**src/rtl/sa_tile_scheduler_pkg.sv**
```systemverilog
// Shared types for the systolic-array tile scheduler: one-hot FSM encoding
// and the default SRAM word-address width.
package sa_tile_scheduler_pkg;

   localparam int SA_ADDR_WIDTH = 16;

   localparam int SCHED_IDLE_B      = 0;
   localparam int SCHED_LOAD_B      = 1;
   localparam int SCHED_ISSUE_B     = 2;
   localparam int SCHED_WAIT_COMP_B = 3;
   localparam int SCHED_ISSUE_WB_B  = 4;
   localparam int SCHED_WAIT_WB_B   = 5;
   localparam int SCHED_FINI_B      = 6;

   typedef enum logic [6:0] {
      SCHED_IDLE      = 7'b000_0001,
      SCHED_LOAD      = 7'b000_0010,
      SCHED_ISSUE     = 7'b000_0100,
      SCHED_WAIT_COMP = 7'b000_1000,
      SCHED_ISSUE_WB  = 7'b001_0000,
      SCHED_WAIT_WB   = 7'b010_0000,
      SCHED_FINI      = 7'b100_0000
   } sa_sched_state_t;

endpackage

```
**src/rtl/sa_tile_addr_gen.sv**
```systemverilog
// Tile counters and incremental base-address accumulators for the tile
// scheduler; tile counts are ceil(dim/TILE_DIM) by round-up-and-shift.
module sa_tile_addr_gen
   import sa_tile_scheduler_pkg::*;
#(
   parameter int TILE_DIM   = 2,
   parameter int ADDR_WIDTH = SA_ADDR_WIDTH
) (
   input  logic                  clk,
   input  logic                  rstn,
   input  logic                  init,
   input  logic                  step,
   input  logic [31:0]           m,
   input  logic [31:0]           n,
   input  logic [ADDR_WIDTH-1:0] k_addr,
   output logic [ADDR_WIDTH-1:0] row_base,
   output logic [ADDR_WIDTH-1:0] col_base,
   output logic [ADDR_WIDTH-1:0] out_base,
   output logic                  last
);

   localparam int TILE_SHIFT = $clog2(TILE_DIM);

   logic [31:0]           mt_q, nt_q, mt_last_q, nt_last_q;
   logic [ADDR_WIDTH-1:0] stride_k_q, stride_n_q;
   logic [ADDR_WIDTH-1:0] row_q, col_q, out_row_q, out_col_q;
   logic [32:0]           m_round, n_round;

   // 33-bit sums so a dimension near 2^32 cannot wrap before the shift
   assign m_round = {1'b0, m} + 33'(TILE_DIM - 1);
   assign n_round = {1'b0, n} + 33'(TILE_DIM - 1);

   always_ff @(posedge clk) begin
      if (!rstn) begin
         mt_q       <= '0;
         nt_q       <= '0;
         mt_last_q  <= '0;
         nt_last_q  <= '0;
         stride_k_q <= '0;
         stride_n_q <= '0;
         row_q      <= '0;
         col_q      <= '0;
         out_row_q  <= '0;
         out_col_q  <= '0;
      end else if (init) begin
         mt_q       <= '0;
         nt_q       <= '0;
         mt_last_q  <= 32'((m_round >> TILE_SHIFT) - 33'd1);
         nt_last_q  <= 32'((n_round >> TILE_SHIFT) - 33'd1);
         stride_k_q <= k_addr << TILE_SHIFT;
         stride_n_q <= ADDR_WIDTH'(n) << TILE_SHIFT;
         row_q      <= '0;
         col_q      <= '0;
         out_row_q  <= '0;
         out_col_q  <= '0;
      end else if (step) begin
         if (nt_q == nt_last_q) begin
            nt_q      <= '0;
            mt_q      <= mt_q + 32'd1;
            col_q     <= '0;
            out_col_q <= '0;
            row_q     <= row_q + stride_k_q;
            out_row_q <= out_row_q + stride_n_q;
         end else begin
            nt_q      <= nt_q + 32'd1;
            col_q     <= col_q + stride_k_q;
            out_col_q <= out_col_q + ADDR_WIDTH'(TILE_DIM);
         end
      end
   end

   assign row_base = row_q;
   assign col_base = col_q;
   assign out_base = out_row_q + out_col_q;
   assign last     = (mt_q == mt_last_q) && (nt_q == nt_last_q);

endmodule

```
**src/rtl/sa_tile_scheduler.sv**
```systemverilog
// Walks an MxNxK GEMM tile by tile (mt outer, nt inner), issuing compute
// and writeback for each tile and pulsing done (with err) at the end.
//
// state     | meaning
// IDLE      | waiting for start
// LOAD      | latch dimensions, initialise counters/accumulators
// ISSUE     | tile_start pulse, bases valid
// WAIT_COMP | waiting for tile_done
// ISSUE_WB  | wb_start pulse
// WAIT_WB   | waiting for wb_done; advance or finish
// FINI      | done pulse (err if a dimension was zero)
module sa_tile_scheduler
   import sa_tile_scheduler_pkg::*;
#(
   parameter int TILE_DIM   = 2,
   parameter int ADDR_WIDTH = SA_ADDR_WIDTH
) (
   input  logic                  clk,
   input  logic                  rstn,
   input  logic                  start,
   input  logic [31:0]           M,
   input  logic [31:0]           N,
   input  logic [31:0]           K,
   output logic                  busy,
   output logic                  done,
   output logic                  err,
   output logic                  tile_start,
   output logic [ADDR_WIDTH-1:0] tile_row_base,
   output logic [ADDR_WIDTH-1:0] tile_col_base,
   output logic [31:0]           tile_k,
   input  logic                  tile_done,
   output logic                  wb_start,
   output logic [ADDR_WIDTH-1:0] wb_out_base,
   input  logic                  wb_done
);

   sa_sched_state_t state_q, state_d;
   logic            err_q;
   logic [31:0]     tile_k_q;
   logic            ag_init, ag_step, ag_last;
   logic            dims_zero;

   assign dims_zero = (M == 32'd0) || (N == 32'd0) || (K == 32'd0);

   always_ff @(posedge clk) begin
      if (!rstn) begin
         state_q  <= SCHED_IDLE;
         err_q    <= 1'b0;
         tile_k_q <= '0;
      end else begin
         state_q <= state_d;
         if (state_q == SCHED_LOAD) begin
            err_q    <= dims_zero;
            tile_k_q <= K;
         end
      end
   end

   always_comb begin
      state_d = state_q;
      ag_init = 1'b0;
      ag_step = 1'b0;
      case (state_q)
         SCHED_IDLE:      if (start) state_d = SCHED_LOAD;
         SCHED_LOAD: begin
            ag_init = 1'b1;
            state_d = dims_zero ? SCHED_FINI : SCHED_ISSUE;
         end
         SCHED_ISSUE:     state_d = SCHED_WAIT_COMP;
         SCHED_WAIT_COMP: if (tile_done) state_d = SCHED_ISSUE_WB;
         SCHED_ISSUE_WB:  state_d = SCHED_WAIT_WB;
         SCHED_WAIT_WB: begin
            if (wb_done) begin
               if (ag_last) begin
                  state_d = SCHED_FINI;
               end else begin
                  state_d = SCHED_ISSUE;
                  ag_step = 1'b1;
               end
            end
         end
         SCHED_FINI:      state_d = SCHED_IDLE;
         default:         state_d = SCHED_IDLE;
      endcase
   end

   sa_tile_addr_gen #(
      .TILE_DIM   (TILE_DIM),
      .ADDR_WIDTH (ADDR_WIDTH)
   ) u_addr_gen (
      .clk      (clk),
      .rstn     (rstn),
      .init     (ag_init),
      .step     (ag_step),
      .m        (M),
      .n        (N),
      .k_addr   (ADDR_WIDTH'(K)),
      .row_base (tile_row_base),
      .col_base (tile_col_base),
      .out_base (wb_out_base),
      .last     (ag_last)
   );

   assign busy       = (state_q != SCHED_IDLE);
   assign done       = (state_q == SCHED_FINI);
   assign err        = (state_q == SCHED_FINI) && err_q;
   assign tile_start = (state_q == SCHED_ISSUE);
   assign wb_start   = (state_q == SCHED_ISSUE_WB);
   assign tile_k     = tile_k_q;

endmodule

```
**config.mk**
```make
export PLATFORM = sky130hd
export DESIGN_NAME = sa_tile_scheduler
export DESIGN_NICKNAME = d
export VERILOG_FILES = /design/src/rtl/sa_tile_scheduler_pkg.sv /design/src/rtl/sa_tile_addr_gen.sv /design/src/rtl/sa_tile_scheduler.sv
export SDC_FILE = /design/constraint.sdc
export NUM_CORES = 1
export LEC_CHECK = 0
export BUFFER_PORTS_ARGS = -buffer_cell sky130_fd_sc_hd__clkbuf_2
export CAP_MARGIN = 10
export CORE_ASPECT_RATIO = 0.75
export CORE_MARGIN = 5
export CORE_UTILIZATION = 63
export DETAILED_ROUTE_END_ITERATION = 10
export GPL_TIMING_DRIVEN = 0
export PLACE_DENSITY = 0.85
export SLEW_MARGIN = 20
export SYNTH_ARGS = -nofsm -noshare
export SYNTH_HDL_FRONTEND = slang
export SYNTH_SLANG_ARGS = --single-unit
```
**constraint.sdc**
```tcl
create_clock -name clk -period 5.14 [get_ports clk]
set_input_delay 0.514 -clock clk [delete_from_list [all_inputs] [get_ports clk]]
set_output_delay 0.514 -clock clk [all_outputs]
set_load 0.005 [all_outputs]
```
==> summary by stage, run 1 <==
STA
Between clock sinks in the finished design, the worst skew comes to 0.0136 ns. The part of the cycle the worst path needs is 79.9%. Setup violations remaining at the end of the flow were counted as 0.

The shortest clock period the worst path allows after layout is 4.11 ns. At the pin with the least slew margin, the transition time is 1.09 ns. The maximum clock frequency is 244 MHz.

The total count of hold-check failures in the final report is 0. Setup repair after global routing left no endpoint under its margin. For the final routed database, the setup TNS stands at 0 ns.

The relative slew slack is 26.7%. The max-slew violation count is 0.

Global routing
The initial antenna violation count is 2. The remaining global-route overflow is 0. The first-pass GRT wire length is 75200 um. The via count of the first global-routing pass is 14293.

Global routing used 32.4% of the available tracks across all layers. The largest net degree at the start of global routing is 14.

Clocking
Post-CTS repair changed the size of 0 cells. The clock latency on the worst-skew pair is 0.53 ns. Clock-pin slew was measured on the worst setup and hold paths at 0.06 ns. The post-CTS setup buffer count is 0. The largest buffer count on any clock path is 3.

The buffer cell driving the clock tree root is sky130_fd_sc_hd__clkbuf_16. For this design, the sink count on the clock tree is 243. TritonCTS built the clock tree. The number of buffers inserted for hold repair after clock tree synthesis is 0. In this run the number of H-tree levels came out at 1. Clock tree synthesis inserted a total of 25 buffers.

Critical path
The critical path goes through inv_1 > fa_1 > nor2b_1 > o21ai_0 > a21boi_0 > o21ai_0 > a21boi_0 > o2111ai_1 > a31oi_1 > or4_1 > and3_1 > clkbuf_2. The number of buffers and inverters on the critical path is 2. The worst setup path is of the register to primary output kind. The largest fanout on the critical path is 5.

The internal reg-to-reg setup slack is 1.42 ns. For this run, the slowest stage of the critical path takes 0.53 ns. In this design, the largest share of critical-path delay is due to compound AO/OA/AOI/OAI gates. The startpoint class of the critical path is a register. The worst flop-to-flop path startpoint is u_addr_gen.nt_q[2].

The slowest cell on the critical path is sky130_fd_sc_hd__dfxtp_1. The endpoint of the worst register-to-register path is u_addr_gen.nt_q[21]. Counting cells, the worst reg-to-reg path comes to 12. The required time of the worst setup path is 4.63 ns. The category of the worst setup path capture point is a primary output. Data on the critical path arrives at its endpoint at 3.59 ns.

Pwr
The proportion of power drawn by the clock network is 40.4%. The power density over the cells is 251 nW/um2. The internal portion of the total power is 3210 uW. The peak supply drop is 0.000238 V. For this design the static power due to leakage is 0.00741 uW. The sequential group share of total power is 44.4%.

The overall power after layout is 4470 uW. Summed over all nets, the switching power comes to 1260 uW. The part of the total power dissipated in combinational logic is 15.2%. The switching share of total power is 28.2%.

Logic synthesis
The synthesized netlist devotes 14.9% of its cell area to XOR and XNOR gates. The share of synthesized area spent on multiplexers is 2.43%. In the synthesized netlist, the number of instances is 2006. Summing the areas of all fa, ha and maj instances in the mapped netlist gives 5.66% of the synthesized area. The post-synthesis simple-gate area fraction is 28.4%. By area, the combinational part of the netlist is dominated by simple AND/OR/NAND/NOR gates. For this run, the leading register cell type out of synthesis is sky130_fd_sc_hd__dfxtp_1. Averaged over all synthesized cells, the footprint is 7.87 um2.

Summing the sequential cell areas from Yosys gives 30.8% of the chip area. During synthesis, Yosys emitted a total of 0 warnings. The share of flip-flops with an asynchronous set or reset after synthesis is 0%. Counting flops with a built-in enable in the synthesized netlist gives 0.

The mapped netlist covers 15800 um2. The number of library cell types mapped by synthesis is 87. The synthesized netlist devotes 13.6% of its cell area to compound gates. The register bit total from synthesis is 243.

Route
The routed via count is 15621. The average vias per placed instance is 6.13. The first detailed-routing pass ran for 5 iterations. For this block, the initial DRC count from the detailed router was 1611. For this block, the routed nets add up to 47700 um of wire. The number of antenna-violating nets in the routed design is 0. Dividing the detail-routed wire length by the instance count gives 18.7 um. In the routed design, unresolved DRC markers number 0.

Floorplan
Measured along the y axis, the die boundary spans 147 um. The site row count is 50. The initial core utilization is 63.6%.

The floorplan die width is 193 um. The die outline area is 28400 um2. The number of I/O pins is 186. The core area is 24800 um2.

Place
The sum of net half-perimeters after detailed placement is 37300 um. In this run the cell area measured after placement is 17000 um2. The routability congestion estimate is 0.992. In this run the tool buffered the top-level ports with 159 buffer cells.

Final layout
Of the cells placed in the final design, the portion with a size suffix greater than 1 is 12.4%. In the final design database the tool counted 2364 nets. Once layout is done, the placed cells without fillers occupy 17800 um2. The filler cell count in the final layout is 1965. For this run, the share of the core covered by cells in the final layout is 71.7%. The relative area change from synthesis to final layout is 12.8%.

Hold path
The worst hold path belongs to the class input port to register. The path with the worst hold slack has its endpoint at tile_k[25]. The worst hold path begins at K[25]. The worst hold path depth is 3.

Status
The flow ran to the end, and the final reports show no timing, DRC or antenna violations.

Job
The reported max-cap violation count is 0.
==> cells by family after synthesis <==
group | after synthesis
other cells | 1
fa+ha+maj | 69
simple gates | 892
mux | 38
flops | 243
xor+xnor | 268
buf+inv | 153
compound gates | 342
==> power groups by stage <==
stage	logic (uW)	clock network (uW)	registers (uW)
after global placement	641	0	2020
after floorplan	424	0	2010
after CTS	660	1810	1980
after detailed placement	656	0	2020
after global routing	730	1900	1990
final	681	1810	1990
==> state kept, by name, indices dropped and copies added (netlist names) <==
signal and cells:
err_q 1, u_addr_gen.stride_n_q 15, u_addr_gen.out_row_q 15, tile_k 32, u_addr_gen.row_base 15, state_q 7
u_addr_gen.mt_q 32, u_addr_gen.col_base 15, u_addr_gen.nt_q 32, u_addr_gen.mt_last_q 32, u_addr_gen.out_col_q 15, u_addr_gen.nt_last_q 32
==> worst max path at each step <==
stage	slack [ns]	start	depth (start not counted)	endpoint
detailed placement	1.34	N[0]	11	u_addr_gen.nt_last_q[30]
floorplan	1.83	N[0]	12	u_addr_gen.nt_last_q[29]
global route	0.81	u_addr_gen.out_col_q[2]	12	wb_out_base[15]
finish	1.03	u_addr_gen.out_col_q[2]	12	wb_out_base[15]
global placement	1.41	N[0]	10	u_addr_gen.nt_last_q[29]
CTS	1.06	u_addr_gen.out_col_q[2]	12	wb_out_base[15]
==> worst reg2reg max path, cell delays in order, from the launching register on <==
cell and delay (ns):
sky130_fd_sc_hd__dfxtp_1 0.31, sky130_fd_sc_hd__clkbuf_1 0.31, sky130_fd_sc_hd__xor2_1 0.12, sky130_fd_sc_hd__nor4_1 0.28, sky130_fd_sc_hd__nand4_1 0.16, sky130_fd_sc_hd__or2_2 0.31
sky130_fd_sc_hd__clkbuf_1 0.23, sky130_fd_sc_hd__nor3_1 0.26, sky130_fd_sc_hd__clkbuf_1 0.68, sky130_fd_sc_hd__nand2b_1 0.21, sky130_fd_sc_hd__buf_2 0.24, sky130_fd_sc_hd__clkbuf_1 0.40
sky130_fd_sc_hd__nor2_1 0.09
==> per-layer routing <==
metal / up-vias / wire, um / global-route usage, %
met3: 100 / 5380 / 6.41
met1: 7262 / 21200 / 49.1
met4: 0 / 1400 / 8.66
li1: 7419 / - / -
met5: - / 0 / 0
met2: 840 / 19800 / 46.9
==> synthesized netlist by cell type, types with 6 or more instances <==
cell type / instances / area share (%)
sky130_fd_sc_hd__a211oi_1: 19 / 0.90
sky130_fd_sc_hd__a21o_1: 14 / 0.67
sky130_fd_sc_hd__a21oi_1: 150 / 4.8
sky130_fd_sc_hd__a22o_1: 6 / 0.33
sky130_fd_sc_hd__a31oi_1: 15 / 0.59
sky130_fd_sc_hd__and2_1: 16 / 0.63
sky130_fd_sc_hd__and3_1: 43 / 1.7
sky130_fd_sc_hd__and4_1: 10 / 0.55
sky130_fd_sc_hd__buf_1: 6 / 0.14
sky130_fd_sc_hd__buf_2: 22 / 0.70
sky130_fd_sc_hd__buf_4: 10 / 0.48
sky130_fd_sc_hd__clkbuf_1: 64 / 1.5
sky130_fd_sc_hd__dfxtp_1: 243 / 31
sky130_fd_sc_hd__ha_1: 65 / 5.2
sky130_fd_sc_hd__inv_1: 47 / 1.1
sky130_fd_sc_hd__mux2i_1: 35 / 2.2
sky130_fd_sc_hd__nand2_1: 259 / 6.2
sky130_fd_sc_hd__nand2b_1: 6 / 0.24
sky130_fd_sc_hd__nand3_1: 91 / 2.9
sky130_fd_sc_hd__nand3b_1: 10 / 0.48
sky130_fd_sc_hd__nand4_1: 52 / 2.1
sky130_fd_sc_hd__nor2_1: 211 / 5.0
sky130_fd_sc_hd__nor2b_1: 11 / 0.44
sky130_fd_sc_hd__nor3_1: 58 / 1.8
sky130_fd_sc_hd__nor4_1: 46 / 1.8
sky130_fd_sc_hd__o21a_1: 6 / 0.29
sky130_fd_sc_hd__o21ai_0: 49 / 1.6
sky130_fd_sc_hd__o21bai_1: 7 / 0.33
sky130_fd_sc_hd__o31ai_1: 10 / 0.48
sky130_fd_sc_hd__or2_2: 8 / 0.32
sky130_fd_sc_hd__or3_1: 23 / 0.91
sky130_fd_sc_hd__or4_1: 6 / 0.29
sky130_fd_sc_hd__xnor2_1: 116 / 6.4
sky130_fd_sc_hd__xor2_1: 151 / 8.4
==> stage by stage <==
stage / setup slack [ns] / cells / hold slack [ns]
6_report: 1.03 / 2550 / 0.219
5_1_grt: 0.805 / 2550 / 0.220
4_1_cts: 1.06 / 2548 / 0.219
3_5_place_dp: 1.34 / 2505 / 0.450
3_3_place_gp: 1.41 / 2505 / 0.445
2_1_floorplan: 1.83 / 2008 / 0.437
==> layout by cell type (no fill, tap or decap), types with 19 or more instances in the layout <==
cell type                   instances
sky130_fd_sc_hd__a211oi_1          19
sky130_fd_sc_hd__a21oi_1          150
sky130_fd_sc_hd__and3_1            43
sky130_fd_sc_hd__buf_2             22
sky130_fd_sc_hd__clkbuf_1          72
sky130_fd_sc_hd__clkbuf_16         25
sky130_fd_sc_hd__clkbuf_2         160
sky130_fd_sc_hd__dfxtp_1          243
sky130_fd_sc_hd__ha_1              65
sky130_fd_sc_hd__inv_1             47
sky130_fd_sc_hd__mux2i_1           35
sky130_fd_sc_hd__nand2_1          259
sky130_fd_sc_hd__nand3_1           91
sky130_fd_sc_hd__nand4_1           52
sky130_fd_sc_hd__nor2_1           211
sky130_fd_sc_hd__nor3_1            58
sky130_fd_sc_hd__nor4_1            46
sky130_fd_sc_hd__o21ai_0           49
sky130_fd_sc_hd__or3_1             23
sky130_fd_sc_hd__xnor2_1          116
sky130_fd_sc_hd__xor2_1           151
==> cell type report <==
| cell class | instances | area, um2 | share of cell area [%] |
|---|---|---|---|
| flip-flops and latches | 243 | 4860 | 27.3 |
| clock inverters | 6 | 83.8 | 0.471 |
| repair buffers | 159 | 796 | 4.47 |
| clock buffers | 37 | 711 | 3.99 |
| multi-input cells | 1612 | 10300 | 57.7 |
| well taps | 338 | 423 | 2.37 |
| inverters | 48 | 180 | 1.01 |
| plain buffers | 105 | 475 | 2.67 |
| diodes | 2 | 5.00 | 0.0281 |
Power figures use the tool's default switching activity.
==> run 2: changes to the inputs <==
--- a/config.mk
+++ b/config.mk
@@ -9,10 +9,10 @@
 export CAP_MARGIN = 10
 export CORE_ASPECT_RATIO = 0.75
 export CORE_MARGIN = 5
-export CORE_UTILIZATION = 63
+export CORE_UTILIZATION = 60
 export DETAILED_ROUTE_END_ITERATION = 10
 export GPL_TIMING_DRIVEN = 0
-export PLACE_DENSITY = 0.85
+export PLACE_DENSITY = 0.82
 export SLEW_MARGIN = 20
 export SYNTH_ARGS = -nofsm -noshare
 export SYNTH_HDL_FRONTEND = slang
==> constraint.sdc (replaced) <==
create_clock -name clk -period 4 [get_ports clk]
set_input_delay 0.4 -clock clk [delete_from_list [all_inputs] [get_ports clk]]
set_output_delay 0.4 -clock clk [all_outputs]
set_load 0.005 [all_outputs]
==> run 2 against run 1 <==
Design area grew 0.41%. Sequential cell count is the same. Count of clock-buffer cells in the layout shrank 7. First-iteration DRC count shrank 18%. Non-clock buffer count is the same. Critical path type is now register to register. Highest routed layer is now met5.
==> summary by stage, run 2 (synthesized netlist as in run 1, its figures left out) <==
STA
The setup skew after layout is 0.0166 ns. The max-slew violation count is 0. Summed over all failing endpoints, the final setup total negative slack is 0 ns. The final worst slack is 0.292 ns. The maximum clock frequency is 270 MHz. The total count of hold-check failures in the final report was 0. The part of the cycle the worst path needs is 92.7%. Setup repair after global routing left no endpoint under its margin. The setup violation total in the final timing report is 0. The worst path needs 3.71 ns of the cycle, external delays included.

For the pin with the worst max-slew slack, the measured transition is 0.982 ns. Measured against its own limit, the worst slew margin works out to 34.3%.

Final layout
The library cells used most frequently in the layout, excluding fill and tap cells, are sky130_fd_sc_hd__nand2_1, sky130_fd_sc_hd__dfxtp_1, sky130_fd_sc_hd__nor2_1. At the end of the flow the core is filled with cells to 68.9%. The final layout contains 2364 nets. The library cell used most frequently in the layout, excluding fill and tap cells, is sky130_fd_sc_hd__nand2_1.

The ratio of cells with drive above 1 in the final layout is 13.0%. The relative area change from synthesis to final layout is 13.3%.

Critical path
Walking the worst path, the cells encountered are clkbuf_1 > xor2_1 > nor4_1 > nand4_1 > or2_2 > clkbuf_1 > nor3_1 > clkbuf_1 > nand2b_1 > buf_2 > clkbuf_1 > nor2_1. The worst flop-to-flop path startpoint is u_addr_gen.nt_q[2]. The cell depth of the worst flop-to-flop path is 12. On the worst path, the slowest cell contributes a delay of 0.62 ns.

The data arrival time of the critical path is 4.11 ns. The required time of the worst setup path is 4.41 ns. Among all stages on the critical path, the largest delay is contributed by sky130_fd_sc_hd__clkbuf_1. The endpoint of the worst register-to-register path is u_addr_gen.nt_q[20]. The dominant cell type by count on the critical path is sky130_fd_sc_hd__clkbuf_1. The critical path is of the register to register type. The largest fanout on the critical path is 10. The internal reg-to-reg setup slack is 0.29 ns.

The worst setup path is captured at a register. The startpoint class of the critical path is a register.

Pwr
Across the VDD grid, the largest voltage drop is 0.000333 V. In this run the power density over the cells is 328 nW/um2. The cell leakage power is 0.00744 uW. The overall power after layout is 5870 uW.

Job
The reported max-cap violation count is 0.

Clocking
In this run the number of H-tree levels came out at 1. The count of cells resized by post-cts repair is 0. The largest buffer count on any clock path is 3. In this run the clock root is driven by a sky130_fd_sc_hd__clkbuf_16. The clock sink count is 243.

The clock buffer count from CTS is 25. Buffers inserted to repair hold after CTS numbered 0. The TritonCTS clock tree is built. The clock-pin transition on the worst setup and hold timing paths is 0.06 ns. The post-CTS setup buffer count is 0. The clock reaches the later pin of the worst-skew pair after 0.54 ns.

Global routing
The initial antenna violation count was 3. The via count of the first global-routing pass is 14224. The first global-routing pass estimated 76400 um of wire. The remaining global-route overflow is 0. Across every metal layer, demand over resource in global routing totals 31.9%. Entering global routing, the biggest net connects 15 pins.

Floorplan
For this configuration, the core starts out at a cell density of 60.8%. The floorplan die width is 197 um. 186 I/O pins were placed. The vertical die dimension is 150 um. After floorplanning, the core was sized to cover 26000 um2.

The die outline area is 29700 um2. The site row count is 51.

Route
For this block, the initial DRC count from the detailed router was 1323. The number of remaining DRC errors is 0. The detailed-route wire length per cell is 19.3 um. Detailed routing inserted a total of 15625 vias. The number of search-and-repair iterations in the first detailed-routing pass is 5. The number of antenna-violating nets in the routed design is 0. Using the TritonRoute via totals, the vias-per-cell ratio works out to 6.11. Wires add up to 49400 um.

Place
The HPWL after detailed placement is 38600 um. The worst setup timing slack at the placement stage is 0.284 ns. Routability-driven placement finished with a final weighted congestion of 0.991.

The count of port buffers added during placement is 159.

Hold path
The tightest min-delay check is of the input port to register type. The path with the worst hold slack has its endpoint at tile_k[7]. The worst hold path depth is 3.

In this run the most critical hold path is launched from K[7].

Status
The flow ran to the end, and the final reports show no timing, DRC or antenna violations.
-- run 2: changes by cell type in the layout (fill, tap and decap cells not counted), sizes merged --
cell,previous run,this run
bufinv,2,3
clkbuf,261,254
clkinv,3,8
clkinvlp,0,4
-- run 2: worst max-delay path by stage --
stage | from | end | cells after the start
CTS | u_addr_gen.out_col_q[2] | wb_out_base[15] | 12
finish | u_addr_gen.nt_q[2] | u_addr_gen.nt_q[20] | 12
global route | u_addr_gen.out_col_q[1] | wb_out_base[15] | 13
global placement | N[0] | u_addr_gen.nt_last_q[28] | 11
detailed placement | N[0] | u_addr_gen.nt_last_q[28] | 11
floorplan | N[0] | u_addr_gen.nt_last_q[29] | 12
-- run 2: cell type report --
| cell class | instances | area [um2] |
|---|---|---|
| Antenna cell | 2 | 5.00 |
| Buffer | 105 | 475 |
| Clock buffer | 30 | 684 |
| Clock inverter | 16 | 169 |
| Fill cell | 2168 | 8080 |
| Inverter | 48 | 180 |
| Multi-Input combinational cell | 1612 | 10300 |
| Sequential cell | 243 | 4870 |
| Tap cell | 344 | 430 |
| Timing Repair Buffer | 159 | 796 |
-- run 2: per-stage QoR --
step | cells | hold WS (ns) | cell area (um2)
2_1_floorplan | 2008 | 0.437 | 15800
3_3_place_gp | 2511 | 0.442 | 17000
3_5_place_dp | 2511 | 0.450 | 17000
4_1_cts | 2557 | 0.0959 | 17900
5_1_grt | 2558 | 0.107 | 17900
6_report | 2559 | 0.106 | 17900
-- run 2: worst max-delay path: cells and delay by family, from the launching register on --
family | cells | cell delay (ns)
buffers and inverters | 5 | 1.80
XOR/XNOR | 1 | 0.12
AND/OR/NAND/NOR | 6 | 1.34
flip-flops | 1 | 0.31
-- run 2: metal layers --
| layer | global-route usage, % | wire (um) | up-vias |
|---|---|---|---|
| met4 | 7.55 | 1060 | 4 |
| met2 | 47.1 | 20900 | 735 |
| met3 | 9.71 | 5830 | 77 |
| li1 | - | - | 7444 |
| met1 | 45.7 | 21500 | 7365 |
| met5 | 0 | 24 | - |
-- run 2: power breakdown --
| part | total (uW) | leakage (uW) | internal, uW | switching, uW |
|---|---|---|---|---|
| Clock | 2440 | 0.000417 | 1420 | 1020 |
| Combinational | 880 | 0.00506 | 287 | 593 |
| Sequential | 2550 | 0.00196 | 2490 | 65.4 |
